`config.mk`:
```
export PLATFORM = sky130hd
export DESIGN_NAME = dac_sample_scheduler
export DESIGN_NICKNAME = d
export VERILOG_FILES = /design/src/rtl/dac_sample_scheduler.sv
export SDC_FILE = /design/constraint.sdc
export NUM_CORES = 1
export LEC_CHECK = 0
export CELL_PAD_IN_SITES_DETAIL_PLACEMENT = 1
export CELL_PAD_IN_SITES_GLOBAL_PLACEMENT = 1
export CORE_MARGIN = 3
export CORE_UTILIZATION = 40
export CTS_CLUSTER_DIAMETER = 200
export DETAILED_ROUTE_END_ITERATION = 8
export GPL_TIMING_DRIVEN = 0
export PLACE_DENSITY = 0.88
export SLEW_MARGIN = 20
export SYNTH_ARGS = -nofsm -noshare
export SYNTH_HDL_FRONTEND = slang
export SYNTH_SLANG_ARGS = --single-unit
```
`constraint.sdc`:
```
create_clock -name clk12MHz -period 4.9 [get_ports clk12MHz]
set_clock_uncertainty 0.05 [all_clocks]
set_input_delay 0.98 -clock clk12MHz [delete_from_list [all_inputs] [get_ports clk12MHz]]
set_output_delay 0.98 -clock clk12MHz [all_outputs]
set_load 0.01 [all_outputs]
```
`src/rtl/dac_sample_scheduler.sv`:
```
// Paces samples from two requesters into a 12-bit SPI DAC serializer on a
// fixed slot grid, with round-robin arbitration, underrun repeat and handshake supervision.
module dac_sample_scheduler #(
  parameter int unsigned SAMPLE_DIV   = 480,
  parameter bit          REPEAT_LAST  = 1'b1,
  parameter int unsigned BUSY_TIMEOUT = 4
) (
  input  logic        clk12MHz,
  input  logic        rst,
  input  logic        req0_valid,
  input  logic [11:0] req0_data,
  output logic        req0_ready,
  input  logic        req1_valid,
  input  logic [11:0] req1_data,
  output logic        req1_ready,
  output logic [11:0] dac_value,
  output logic        dac_start,
  input  logic        dac_busy,
  output logic [1:0]  grant,
  output logic [7:0]  underrun_cnt,
  output logic        overrun,
  output logic        timeout_err
);

  localparam int CNT_W = $clog2(SAMPLE_DIV);
  localparam int TMO_W = $clog2(BUSY_TIMEOUT + 1);
  localparam logic [CNT_W-1:0] CNT_LAST = CNT_W'(SAMPLE_DIV - 1);
  localparam logic [TMO_W-1:0] TMO_LAST = TMO_W'(BUSY_TIMEOUT - 1);

  localparam logic [1:0] S_IDLE      = 2'd0;
  localparam logic [1:0] S_START     = 2'd1;
  localparam logic [1:0] S_WAIT_BUSY = 2'd2;
  localparam logic [1:0] S_WAIT_DONE = 2'd3;

  logic [CNT_W-1:0] slot_cnt;
  logic [TMO_W-1:0] tmo_cnt;
  logic [1:0]       state;
  logic             prio1;
  logic             tick;
  logic             slot_open;
  logic             pick1;

  function automatic logic [7:0] sat_inc8(input logic [7:0] v);
    return (v == 8'hFF) ? v : v + 8'd1;
  endfunction

  // Slot grid runs freely regardless of what the transfer FSM is doing
  always_ff @(posedge clk12MHz or posedge rst) begin
    if (rst) begin
      slot_cnt <= '0;
    end else if (slot_cnt == CNT_LAST) begin
      slot_cnt <= '0;
    end else begin
      slot_cnt <= slot_cnt + 1'b1;
    end
  end

  assign tick      = (slot_cnt == CNT_LAST);
  assign slot_open = (state == S_IDLE) && tick;
  // prio1 set means requester 1 was not granted last and wins a tie
  assign pick1      = req1_valid && (!req0_valid || prio1);
  assign req0_ready = slot_open && req0_valid && !pick1;
  assign req1_ready = slot_open && pick1;
  assign dac_start  = (state == S_START);

  always_ff @(posedge clk12MHz or posedge rst) begin
    if (rst) begin
      state        <= S_IDLE;
      tmo_cnt      <= '0;
      prio1        <= 1'b0;
      dac_value    <= 12'h000;
      grant        <= 2'b00;
      underrun_cnt <= 8'h00;
      overrun      <= 1'b0;
      timeout_err  <= 1'b0;
    end else begin
      if (tick && (state != S_IDLE)) begin
        overrun <= 1'b1;
      end
      case (state)
        S_IDLE: begin
          if (tick) begin
            if (req0_ready) begin
              dac_value <= req0_data;
              grant     <= 2'b01;
              prio1     <= 1'b1;
              state     <= S_START;
            end else if (req1_ready) begin
              dac_value <= req1_data;
              grant     <= 2'b10;
              prio1     <= 1'b0;
              state     <= S_START;
            end else begin
              underrun_cnt <= sat_inc8(underrun_cnt);
              if (REPEAT_LAST) begin
                grant <= 2'b00;
                state <= S_START;
              end
            end
          end
        end
        S_START: begin
          tmo_cnt <= '0;
          state   <= S_WAIT_BUSY;
        end
        S_WAIT_BUSY: begin
          if (dac_busy) begin
            state <= S_WAIT_DONE;
          end else if (tmo_cnt == TMO_LAST) begin
            timeout_err <= 1'b1;
            state       <= S_IDLE;
          end else begin
            tmo_cnt <= tmo_cnt + 1'b1;
          end
        end
        S_WAIT_DONE: begin
          if (!dac_busy) begin
            state <= S_IDLE;
          end
        end
        default: state <= S_IDLE;
      endcase
    end
  end

endmodule

```
==> results.md <==
* Sequential-to-total area share from yosys stat at 0.486
* # Post-CTS Setup Buffers at 0
* Crit path launch: req0_valid
* Post-synth top flop: dfrtp_1
* Headroom to the max-slew limit at 0.715
* Mapped Avg Cell Area at 11.4 um^2
* Setup violators final at 0
* Die W at 76.9 um
* Syn-to-layout area delta at 37.0%
* CP max FO at 10
* Post-route ant nets at 0
* EDFF count, synth at 0
* CTS tree: yes
* Critical path launch point type: input pin
* Area post-placement at 2670 um^2
* Num rows at 25
* Hpwl dp at 3990 um
* CTS sink cnt at 39
* Full die area at 5910 um^2
* Worst setup path endpoint: req0_ready
* Final min period at 4010 ps
* Syn Std Cell Area at around 2000 um^2
* H-tree depth at 2
* Worst Tran Pin Value at 426 ps
* Hold WS at 415 ps
* Drt drc at 0
* CP arrival at 2980 ps
* Reg-to-reg endpoint: dac_value[2]
* Synthesized flop and latch total at 39
* Maximum root-to-sink buffer count at 2
* WL final at ~5100 um
* Initial detailed-routing violation count at 88
* Overall global routing resource usage at 0.186
* CP Capture Type: primary output
* Xor and xnor area share after synthesis at 0.0436
* PortBufs at 55
* Root Buffer: clkbuf_8
* Yosys top cell area share at 0.486
* Global route overflow at 0
* Synth area leader: dfrtp_1
* Worst stage delay on the critical path at approximately 560 ps
* RD Place Congestion at about 0.81
* Reg2Reg Setup Slack at between 2000 and 3000 ps
* Largest net degree at the start of global routing at 24
* Net count after synthesis at 215
* CTS buffer count at 5
* CP Cell Sequence: clkdlybuf4s50_1 > inv_1 > a21oi_1 > clkbuf_1 > and2_1 > clkdlybuf4s50_1
* Fin. max-slew vios at 0
* Yosys warns at 0
* Post-synth top cells: 39 x dfrtp_1, 14 x and3_1, 12 x a221o_1
* Synth Area in Compound Gates at 0.146
* CTS clock-pin slew for the worst setup and hold paths at 70 ps
* I/O pin count at 56
* Total negative slack at 0 ps
* Max-Cap Viols at 0
* Fmax at 249 MHz
* RSZ-0062 raised after global routing: no
* Hold Path Origin: overrun
* Largest family of logic cells by synthesized area: simple AND/OR/NAND/NOR gates
* Vias in the first global route at 1,754
* Status: finished, final reports clean
* Multiplexer share of the synthesized area at 0.0168
* Die Y at ~77 um
* Hold_buf cts at 0
* Post-synthesis adder-cell area fraction at 0.0560
* DR WL/cell at 16.7 um
* Static leakage at 1.31 nW
* Initial Util at 0.420
* Post-route cell area at around 2800 um^2
* # diodes at 0
* Critical path's slowest cell: clkdlybuf4s50_1
* Hold Path Cell Cnt at 1
* Post-synthesis cell count at around 180
* # nets final at between 200 and 300
* Data required, critical path at 3870 ps
* Period utilisation layout at 0.818
* Drt pass-1 iters at 4
* Via count at approximately 1.7k
* Top area cells in the synthesized netlist: dfrtp_1 49%, a221o_1 6.0%, ha_1 5.6%
* Worst r2r path cells at 6
* Core area at 4790 um^2
* Post-CTS sizing at 0
* Worst hold path type: reg -> reg
* Post-synthesis simple-gate area fraction at 0.206
* Worst path most repeated cell: clkdlybuf4s50_1
* Clock latency on the worst-skew pair at 290 ps
* Final hold vios at 0
* Ratio of cells with drive above 1 in the final layout at 0.0913
* Routed vias/inst at roughly 5.4
* Post-synth ARST share at 1.00
* Worst r2r src: slot_cnt[0]
* PD cells at between 200 and 300 nW/um^2
* Most frequent cell after synthesis: dfrtp_1
* Initial antenna violation count at 0
* First-pass GRT wire length at around 8800 um
* Critical path type: in -> out
* Max VDD drop at 0.214 mV
* Yosys cell types at 40
power by group:
group	internal [mW]	leakage, nW	switching (mW)
logic	0.0967	0.753	0.108
clock network	0.0999	0.0422	0.108
registers	0.342	0.518	0.0174
metal layers:
layer	GRT usage	part of all wire	wire length (um)
met1	0.235	0.44	2250
met2	0.317	0.52	2660
met3	0.0399	0.030	154
met4	0.0598	0.013	66
met5	0	0	0
kinds of logic (layout without fill, tap and decap cells):
| kind of cell | count (synthesis) | count (layout) |
|---|---|---|
| xor+xnor | 10 | 10 |
| compound gates | 38 | 38 |
| simple gates | 62 | 62 |
| mux | 3 | 3 |
| fa+ha+maj | 9 | 9 |
| buf+inv | 16 | 80 |
| flops | 39 | 39 |
worst min-delay path by stage:
stage,end
3_5_place_dp,overrun
5_1_grt,overrun
6_report,overrun
4_1_cts,overrun
2_1_floorplan,slot_cnt[0]
3_3_place_gp,overrun
per-stage QoR:
step	power [mW]	setup WS (ps)	util	std cells
3_3_place_gp	0.557	944	0.552	299
4_1_cts	0.782	896	0.575	308
6_report	0.772	892	0.575	308
5_1_grt	0.820	751	0.575	308
3_5_place_dp	0.571	912	0.558	300
2_1_floorplan	0.484	2250	-	177
state kept, by name, summed over array words and instances (netlist names):
register,count
prio1,1
overrun,1
underrun_cnt,8
tmo_cnt,3
state,2
timeout_err,1
dac_value,12
slot_cnt,9
grant,2
placed cells by master, fill, tap and decap left out, types with 3 or more instances in the layout:
cell,count
ha_1,9
a221o_1,12
xnor2_1,7
o21ai_0,9
and3_1,14
nand4_1,7
and2_1,3
a21oi_1,4
mux2_1,3
clkbuf_1,5
clkdlybuf4s50_1,55
nand3_1,6
dfrtp_1,39
nand2_1,9
clkbuf_8,5
inv_1,9
nor2_1,6
xor2_1,3
worst max-delay path, delay by kind of cell:
kind | cells | cell delay [ps]
buf+inv | 4 | 1530
simple gates | 1 | 200
compound gates | 1 | 260
final cells by class:
class	count	area, um^2
timing repair buffer	56	578
inverter	10	37.5
buffer	6	53.8
tap	67	83.8
sequential	39	976
clock buffer	7	76.3
clock inverter	1	5.00
multi-input combinational	122	942
fill	508	2030
(Power assumes the default switching activity.)
